File: src/rtl/mul_div_pkg.sv
// Types and helpers shared by the M-extension multiply/divide datapath.
package mul_div_pkg;

  localparam int XLEN      = 32;
  localparam int MAX_TAG_W = 16;

  typedef enum logic [1:0] {
    MODE_MUL    = 2'b00,
    MODE_MULH   = 2'b01,
    MODE_MULHSU = 2'b10,
    MODE_MULHU  = 2'b11
  } mode_t;

  // Tag is carried at its widest legal size; the top slices it back to TAG_W.
  typedef struct packed {
    logic [2*XLEN-1:0]    acc;
    logic [2*XLEN-1:0]    mcand;
    logic [XLEN-1:0]      mplier;
    logic                 neg;
    mode_t                mode;
    logic [MAX_TAG_W-1:0] tag;
    logic                 valid;
  } mul_stage_t;

  function automatic logic s_is_signed(input mode_t m);
    return (m == MODE_MULH) || (m == MODE_MULHSU);
  endfunction

  function automatic logic t_is_signed(input mode_t m);
    return (m == MODE_MULH);
  endfunction

  // 0x80000000 maps onto itself, which is the correct unsigned magnitude.
  function automatic logic [XLEN-1:0] magnitude(input logic [XLEN-1:0] x,
                                                input logic            is_signed);
    return (is_signed && x[XLEN-1]) ? (~x + {{(XLEN-1){1'b0}}, 1'b1}) : x;
  endfunction

endpackage

File: src/rtl/mul_stage.sv
// One combinational shift-add step retiring STAGE_BITS multiplier bits.
module mul_stage
  import mul_div_pkg::*;
#(
  parameter int STAGE_BITS = 4
) (
  input  mul_stage_t stage_i,
  output mul_stage_t stage_o
);

  // Accumulate shifted multiplicand per set bit, then advance both operands.
  always_comb begin
    stage_o = stage_i;
    for (int i = 0; i < STAGE_BITS; i++) begin
      stage_o.acc = stage_o.acc +
                    (stage_i.mplier[i] ? (stage_i.mcand << i) : {(2*XLEN){1'b0}});
    end
    stage_o.mcand  = stage_i.mcand << STAGE_BITS;
    stage_o.mplier = stage_i.mplier >> STAGE_BITS;
  end

endmodule

File: src/rtl/mul_pipe.sv
// Fully pipelined 32x32 multiplier (MUL/MULH/MULHSU/MULHU), fixed NSTAGE-cycle latency.
// Optional feature: define MUL_PIPE_INFLIGHT_EN to add the inflight operation counter.
module mul_pipe
  import mul_div_pkg::*;
#(
  parameter  int STAGE_BITS = 4,
  parameter  int TAG_W      = 4,
  localparam int NSTAGE     = XLEN / STAGE_BITS
) (
  input  logic               clk,
  input  logic               rstn,
  input  logic               enable,
  input  logic [1:0]         mode,
  input  logic [TAG_W-1:0]   tag_in,
  input  logic [XLEN-1:0]    s,
  input  logic [XLEN-1:0]    t,
  output logic               completed,
  output logic [TAG_W-1:0]   tag_out,
  output logic [2*XLEN-1:0]  product,
  output logic [XLEN-1:0]    result
`ifdef MUL_PIPE_INFLIGHT_EN
  ,
  output logic [$clog2(NSTAGE+1)-1:0] inflight
`endif
);

  mul_stage_t        issue;
  mul_stage_t        stage_out [NSTAGE];
  mul_stage_t        pipe_d    [NSTAGE-1];
  mul_stage_t        pipe_q    [NSTAGE-1];
  mul_stage_t        fin;
  logic              s_neg;
  logic              t_neg;
  logic [2*XLEN-1:0] signed_prod;

  logic              completed_d, completed_q;
  logic [TAG_W-1:0]  tag_out_d, tag_out_q;
  logic [2*XLEN-1:0] product_d, product_q;
  logic [XLEN-1:0]   result_d, result_q;

  // Convert the issued operands into the sign-magnitude payload of stage 1.
  always_comb begin
    issue        = '0;
    issue.mode   = mode_t'(mode);
    s_neg        = s_is_signed(issue.mode) & s[XLEN-1];
    t_neg        = t_is_signed(issue.mode) & t[XLEN-1];
    issue.acc    = {(2*XLEN){1'b0}};
    issue.mcand  = {{XLEN{1'b0}}, magnitude(s, s_is_signed(issue.mode))};
    issue.mplier = magnitude(t, t_is_signed(issue.mode));
    issue.neg    = s_neg ^ t_neg;
    issue.tag    = MAX_TAG_W'(tag_in);
    issue.valid  = enable;
  end

  // Stage 1 sees the issue payload; every later stage sees the register before it.
  for (genvar k = 0; k < NSTAGE; k++) begin : g_stage
    mul_stage_t st_in;
    if (k == 0) begin : g_first
      assign st_in = issue;
    end else begin : g_rest
      assign st_in = pipe_q[k-1];
    end
    mul_stage #(
      .STAGE_BITS (STAGE_BITS)
    ) u_stage (
      .stage_i (st_in),
      .stage_o (stage_out[k])
    );
  end

  // Next-state of the inter-stage registers.
  always_comb begin
    for (int k = 0; k < NSTAGE - 1; k++) begin
      pipe_d[k] = stage_out[k];
    end
  end

  // Inter-stage registers; bubbles flow through with valid=0.
  always_ff @(posedge clk or negedge rstn) begin
    if (!rstn) begin
      for (int k = 0; k < NSTAGE - 1; k++) begin
        pipe_q[k] <= '0;
      end
    end else begin
      for (int k = 0; k < NSTAGE - 1; k++) begin
        pipe_q[k] <= pipe_d[k];
      end
    end
  end

  // Re-sign the final accumulator and hold outputs between completions.
  always_comb begin
    fin         = stage_out[NSTAGE-1];
    signed_prod = fin.neg ? (~fin.acc + {{(2*XLEN-1){1'b0}}, 1'b1}) : fin.acc;
    completed_d = 1'b0;
    product_d   = product_q;
    result_d    = result_q;
    tag_out_d   = tag_out_q;
    if (fin.valid) begin
      completed_d = 1'b1;
      product_d   = signed_prod;
      result_d    = (fin.mode == MODE_MUL) ? signed_prod[XLEN-1:0]
                                           : signed_prod[2*XLEN-1:XLEN];
      tag_out_d   = fin.tag[TAG_W-1:0];
    end else begin
      completed_d = 1'b0;
    end
  end

  // Output registers.
  always_ff @(posedge clk or negedge rstn) begin
    if (!rstn) begin
      completed_q <= 1'b0;
      product_q   <= {(2*XLEN){1'b0}};
      result_q    <= {XLEN{1'b0}};
      tag_out_q   <= {TAG_W{1'b0}};
    end else begin
      completed_q <= completed_d;
      product_q   <= product_d;
      result_q    <= result_d;
      tag_out_q   <= tag_out_d;
    end
  end

  assign completed = completed_q;
  assign product   = product_q;
  assign result    = result_q;
  assign tag_out   = tag_out_q;

  // The last stage's shifted operands and tag padding are dead by construction.
  logic unused_tail;
  assign unused_tail = ^{fin.mcand, fin.mplier, fin.tag};

`ifdef MUL_PIPE_INFLIGHT_EN
  localparam int CNT_W = $clog2(NSTAGE + 1);

  logic [CNT_W-1:0] inflight_d, inflight_q;

  // Count issues up and completions down; both together cancel.
  always_comb begin
    inflight_d = inflight_q;
    case ({enable, completed_q})
      2'b10:   inflight_d = (inflight_q == CNT_W'(NSTAGE)) ? inflight_q
                                                           : inflight_q + CNT_W'(1);
      2'b01:   inflight_d = (inflight_q == {CNT_W{1'b0}}) ? inflight_q
                                                          : inflight_q - CNT_W'(1);
      default: inflight_d = inflight_q;
    endcase
  end

  // Inflight counter register.
  always_ff @(posedge clk or negedge rstn) begin
    if (!rstn) begin
      inflight_q <= {CNT_W{1'b0}};
    end else begin
      inflight_q <= inflight_d;
    end
  end

  assign inflight = inflight_q;
`endif

endmodule

File: config.mk
export PLATFORM = sky130hd
export DESIGN_NAME = mul_pipe
export DESIGN_NICKNAME = d
export VERILOG_FILES = /design/src/rtl/mul_div_pkg.sv /design/src/rtl/mul_stage.sv /design/src/rtl/mul_pipe.sv
export SDC_FILE = /design/constraint.sdc
export NUM_CORES = 2
export LEC_CHECK = 0
export ABC_AREA = 1
export BUFFER_PORTS_ARGS = -buffer_cell sky130_fd_sc_hd__buf_4
export CORE_MARGIN = 2
export CORE_UTILIZATION = 55
export CTS_CLUSTER_DIAMETER = 60
export DETAILED_ROUTE_END_ITERATION = 10
export GPL_TIMING_DRIVEN = 0
export PLACE_DENSITY = 0.76
export SYNTH_ARGS = -nofsm -noshare
export SYNTH_HDL_FRONTEND = slang
export SYNTH_SLANG_ARGS = --single-unit
File: constraint.sdc
create_clock -name clk -period 13.5 [get_ports clk]
set_clock_uncertainty 0.05 [all_clocks]
set_input_delay 2.7 -clock clk [delete_from_list [all_inputs] [get_ports clk]]
set_output_delay 2.7 -clock clk [all_outputs]
set_load 0.02 [all_outputs]
# [Word level (Yosys, flattened, before mapping)]
# Cells that the tools add are included.
[totals] output_inout_bits=101 elab_cells=136 reg_bits=941 input_bits=73
[op_classes] muxes=37 n_eq_ne=2 reduce_logical=4 n_bitwise=6 addsub=34
[op_table] op="64-bit adder" count=23
[op_table] op="32-bit 2-to-1 mux" count=4
[op_table] op="32-bit by 1-bit adder with 32-bit output, second input constant" count=2
[op_table] op="64-bit by 1-bit adder with 64-bit output, second input constant" count=1
[op_table] op="64-bit by 34-bit adder with 64-bit output" count=1
[op_table] op="64-bit by 38-bit adder with 64-bit output" count=1
[op_table] op="64-bit by 42-bit adder with 64-bit output" count=1
[op_table] op="64-bit by 46-bit adder with 64-bit output" count=1
[op_table] op="64-bit by 50-bit adder with 64-bit output" count=1
[op_table] op="64-bit by 54-bit adder with 64-bit output" count=1
[op_table] op="64-bit by 58-bit adder with 64-bit output" count=1
[op_table] op="64-bit by 62-bit adder with 64-bit output" count=1
[op_table] op="64-bit 2-to-1 mux" count=1
[op_table] op="32-bit inverter" count=2
[op_table] op="64-bit inverter" count=1
[op_table] op="63-bit 2-to-1 mux" count=1
[op_table] op="62-bit 2-to-1 mux" count=1
[op_table] op="61-bit 2-to-1 mux" count=1
[op_table] op="60-bit 2-to-1 mux" count=1
[op_table] op="59-bit 2-to-1 mux" count=1
[op_table] op="58-bit 2-to-1 mux" count=1
[op_table] op="57-bit 2-to-1 mux" count=1
[op_table] op="56-bit 2-to-1 mux" count=1
[op_table] op="55-bit 2-to-1 mux" count=1
[op_table] op="30 further kinds" count=32

# [Depth between registers and ports, before layout]
[logic_depth] ltp_word=9 depth_mapped=31 ltp_nobuf=31

# [Hierarchy]
# From an unflattened synthesis, not the netlist that was laid out.
[hier_totals] hier_cells=20685 area_unflattened_um2=145339.4
[by_module_without_submodules] module="mul_pipe" cells_per_inst=2509 n_inst=1 area_each_um2=39499.1
[by_module_without_submodules] module="mul_stage (g_stage[0].u_stage ...)" cells_per_inst=2271 n_inst=2 area_each_um2=13325.3
[by_module_without_submodules] module="mul_stage (g_stage[3].u_stage ...)" cells_per_inst=2271 n_inst=2 area_each_um2=13127.6
[by_module_without_submodules] module="mul_stage (g_stage[2].u_stage)" cells_per_inst=2270 n_inst=1 area_each_um2=13352.8
[by_module_without_submodules] module="mul_stage (g_stage[6].u_stage)" cells_per_inst=2275 n_inst=1 area_each_um2=13211.4
[by_module_without_submodules] module="mul_stage (g_stage[7].u_stage)" cells_per_inst=2275 n_inst=1 area_each_um2=13202.7
[by_module_without_submodules] module="mul_stage (g_stage[5].u_stage)" cells_per_inst=2272 n_inst=1 area_each_um2=13167.6

# [Worst setup path before layout]
# No wires, ideal clock.
[synth_path] path_type="in2reg" start="input port mode[1]" end="register pipe_q (netlist bit g_stage[1].st_in[145])" path_stages=20 setup_time_ns=0.079 arrival_ns=7.043 path_slack_ns=6.327 required_time_ns=13.371 cell_sequence="inv_1 ha_1 nor2_2 clkbuf_1 nand2_1 xor2_1 nand2_1 fa_1 inv_1 fa_1 inv_1 fa_1 o21ai_1 a21oi_1 o21bai_2 a21oi_1 o21ai_1 a21oi_1 o21ai_0 xor2_1"
[synth_rtl] item="start, declared" line="mul_pipe.sv:13" rtl="input logic [1:0] mode,"
[synth_rtl] item="end signal, assigned by index" line="mul_pipe.sv:86" rtl="pipe_q[k] <= pipe_d[k];"
[synth_rtl] item="end, declared" line="mul_pipe.sv:30" rtl="mul_stage_t pipe_q [NSTAGE-1];"

==> parameters.txt <==
Parameter                              Value

STA
  Fmax    0.110 GHz
  Worst Max-Slew Pin Slew    1.35 ns
  Max-slew violation count    0
  Setup repair after global routing missed its margin    false
  Slack of the critical path    4.45 ns
  Final hold violation count    0
  Max transition margin    10.1%
  Fin crit share    approximately two thirds
  Post-Route Setup TNS    0 ns
  Min Clock Period, post-route    9.05 ns
  Final setup violation count    0

Clocking
  Number of buffers inserted during clock tree synthesis    96
  Clock tree root driver cell    sky130_fd_sc_hd__clkbuf_16
  CTS clk-pin slew, worst paths    about 0.060 ns
  Clock sink count    836
  Post-CTS Hold Fix Bufs    0
  Clock tree from TritonCTS    yes
  Setup bufs post-CTS    0
  Clock insertion delay at the later pin of the skew report    0.71 ns
  Cts repair resizes    0
  Htree depth    3
  Largest buffer count on any clock path    3

Logic synthesis
  Most common flop cell mapped by yosys    sky130_fd_sc_hd__dfrtp_1
  Leading post-synthesis cells by instance count    sky130_fd_sc_hd__nand2_1 (2019), sky130_fd_sc_hd__inv_1 (1413), sky130_fd_sc_hd__dfrtp_1 (836)
  Share of the yosys chip area belonging to registers    33.3%
  Most instantiated library cell after synthesis    sky130_fd_sc_hd__nand2_1
  Total of warnings raised by yosys    0
  Share of async-settable or async-resettable flops after synthesis    between 90% and 100%
  Number of cells produced by synthesis    a little over 7000
  Nets in the synthesized netlist    approximately 8300
  Area share of the largest cell type after synthesis    33.3%
  Mean instance size in the synthesized netlist    between 8 and 9 um^2
  Area leader, netlist    sky130_fd_sc_hd__dfrtp_1
  Distinct cell type count after synthesis    54
  Synthesized cell area    around 63000 um^2
  Top cells by area in the synthesized netlist    sky130_fd_sc_hd__dfrtp_1 (33%), sky130_fd_sc_hd__fa_1 (23%), sky130_fd_sc_hd__nand2_1 (12%)
  Number of flops mapped to enable cells by yosys    0
  Seq cells post-synth    836

Global route
  Global-route wire length before repair    259000 um
  GRT Resource Usage Total    28.2%
  Pin count of the biggest net entering global routing    132
  Via count of the first global-routing pass    50004
  Global route total overflow    0
  Number of antenna violations at the first check in global routing    3

Worst setup path
  Bufs and invs on worst path    5
  Number of gates on the worst path with buffers counted    22
  Top fanout value on the critical path    10
  Cell family with most CP delay    adder cells
  CP startpoint kind    input pin
  Critical path's slowest cell    sky130_fd_sc_hd__clkinv_1
  Maximum cell stage delay along the critical path    0.77 ns
  Critical Path RT    14.09 ns
  Number of cells on the worst reg-to-reg path    17
  Worst endpoint data arrival time    between 9 and 10 ns
  Start-to-end type of the worst setup path    input pin to flop
  Cells along the critical path    buf_4 > ha_1 > nand2_1 > clkinv_1 > nand2_1 > xor2_1 > clkbuf_1 > inv_1 > nor2_1 > fa_1 > fa_1 > ha_1 > inv_1 > fa_1 > o21ai_1 > a21oi_1 > o21bai_2 > a21oi_1 > o21ai_1 > a21oi_1 > o21ai_0 > xor2_1
  Capturing element type of the critical path    flop

Drt
  Remaining number of nets flagged by the antenna check after routing    0
  Starting DRT DRC Count    3353
  Drt total wl    160000 um
  Routed len/inst    17.8 um
  Routed via count    47488
  Via/cell ratio    ~5.3
  DRC violation count after routing    0
  First-pass iteration count of the detailed router    7

Job
  Number of max-cap violations    0

Floorplanning
  Chip Width    342 um
  Die area    117000 um^2
  Starting density of the core    55.2%
  Y dimension of the die    342 um
  Core Rows    124
  Placeable core region    approximately 110000 um^2
  Num ports    174

Placed design
  Post-placement worst setup slack    3.73 ns
  Placed insts    between 8000 and 9000
  HPWL Detailed    132000 um
  Count of buffers inserted at the top-level ports    173
  RD Place Congestion    ~1

Worst hold path
  Worst Hold Path Cells    0
  Worst min-delay path class    flop to flop

Finish
  Synth-to-layout area growth    10.7%
  Share of the core filled with cells in the final layout    about three fifths
  Number of nets in the finished design    8563
  Share of post-route cells with drive strength above 1    5.74%
  Number of cells in the finished layout apart from fillers    9025

Status
  Result of the run    completed
[per-layer routing]
metal | up-vias | GRT usage (%) | part of all wire [%]
li1 | 22203 | - | -
met1 | 23461 | 35.0 | 40
met2 | 1442 | 48.9 | 50
met3 | 380 | 4.16 | 5.6
met4 | 2 | 12.6 | 4.9
met5 | - | 0 | 0.0081
[logic make-up after synthesis]
group | after synthesis | share of synthesized area (%)
simple gates | 2735 | 17.4
buf+inv | 1562 | 9.34
fa+ha+maj | 1052 | 29.5
flops | 836 | 33.3
compound gates | 652 | 5.87
xor+xnor | 323 | 4.54
[final cells by class]
cell class / count / area [um^2]
Fill cell: 9742 / 44300
Multi-Input combinational cell: 4762 / 36100
Sequential cell: 836 / 20900
Inverter: 1425 / 5350
Clock buffer: 122 / 2660
Tap cell: 1512 / 1890
Timing Repair Buffer: 180 / 1500
Clock inverter: 50 / 653
Buffer: 137 / 519
Antenna cell: 1 / 2.50
[worst paths after layout]
check / from / end / slack (ns)
worst max-delay path: mode[0] / g_stage[1].st_in[145] / 4.45
worst min-delay path: g_stage[3].st_in[37] / g_stage[4].st_in[33] / 0.25
worst max register to register: g_stage[2].st_in[23] / g_stage[3].st_in[154] / 7.50
worst min register to register: g_stage[3].st_in[37] / g_stage[4].st_in[33] / 0.25
max in group asynchronous: rstn / product[16] / 9.74
min in group asynchronous: rstn / g_stage[7].st_in[110] / 1.76
[state kept, by name (all words and copies together), names as in the netlist]
name,count
tag_out,4
result,32
product,64
completed,1
g_stage.st_in,735
[cell usage in the layout, fill, tap and decap left out, types with 11 or more instances in the layout]
cell type	n
sky130_fd_sc_hd__nand2_1	2019
sky130_fd_sc_hd__inv_1	1413
sky130_fd_sc_hd__dfrtp_1	836
sky130_fd_sc_hd__fa_1	719
sky130_fd_sc_hd__nor2_1	376
sky130_fd_sc_hd__ha_1	333
sky130_fd_sc_hd__a21oi_1	280
sky130_fd_sc_hd__xor2_1	228
sky130_fd_sc_hd__o21ai_0	182
sky130_fd_sc_hd__buf_4	172
sky130_fd_sc_hd__nand3_1	151
sky130_fd_sc_hd__clkbuf_1	139
sky130_fd_sc_hd__clkbuf_16	96
sky130_fd_sc_hd__xnor2_1	92
sky130_fd_sc_hd__nand4_1	50
sky130_fd_sc_hd__a31oi_1	47
sky130_fd_sc_hd__nor3_1	43
sky130_fd_sc_hd__o21ai_1	24
sky130_fd_sc_hd__nand2_2	20
sky130_fd_sc_hd__nor2_2	19
sky130_fd_sc_hd__clkbuf_8	16
sky130_fd_sc_hd__o21a_1	14
sky130_fd_sc_hd__a21o_1	13
sky130_fd_sc_hd__nor4_1	13
sky130_fd_sc_hd__nand3b_1	12
sky130_fd_sc_hd__inv_2	11
sky130_fd_sc_hd__o31ai_1	11
[per-stage QoR]
step                      hold slack, ns  cell area [um^2]
final                              0.249             69600
after global routing               0.265             69500
after CTS                          0.241             69500
after detailed placement           0.285             66200
after global placement             0.281             66000
after floorplan                    0.281             62800
[worst reg2reg max path: stages, from the launching register on]
cell and delay (ns):
sky130_fd_sc_hd__dfrtp_1 0.64, sky130_fd_sc_hd__clkbuf_1 0.65, sky130_fd_sc_hd__nand2_1 0.18, sky130_fd_sc_hd__fa_1 0.57, sky130_fd_sc_hd__inv_1 0.06, sky130_fd_sc_hd__fa_1 0.49
sky130_fd_sc_hd__fa_1 0.41, sky130_fd_sc_hd__ha_1 0.37, sky130_fd_sc_hd__a21oi_1 0.21, sky130_fd_sc_hd__o21ai_0 0.15, sky130_fd_sc_hd__a21oi_1 0.47, sky130_fd_sc_hd__o21ai_0 0.18
sky130_fd_sc_hd__a21oi_1 0.62, sky130_fd_sc_hd__o21ai_0 0.29, sky130_fd_sc_hd__nand2_1 0.12, sky130_fd_sc_hd__nand2_1 0.10, sky130_fd_sc_hd__a21oi_1 0.19, sky130_fd_sc_hd__xnor2_1 0.17
Power is left out: the tool's default activity adds up to more than one toggle a clock period on the data nets, which glitch-free logic cannot reach.
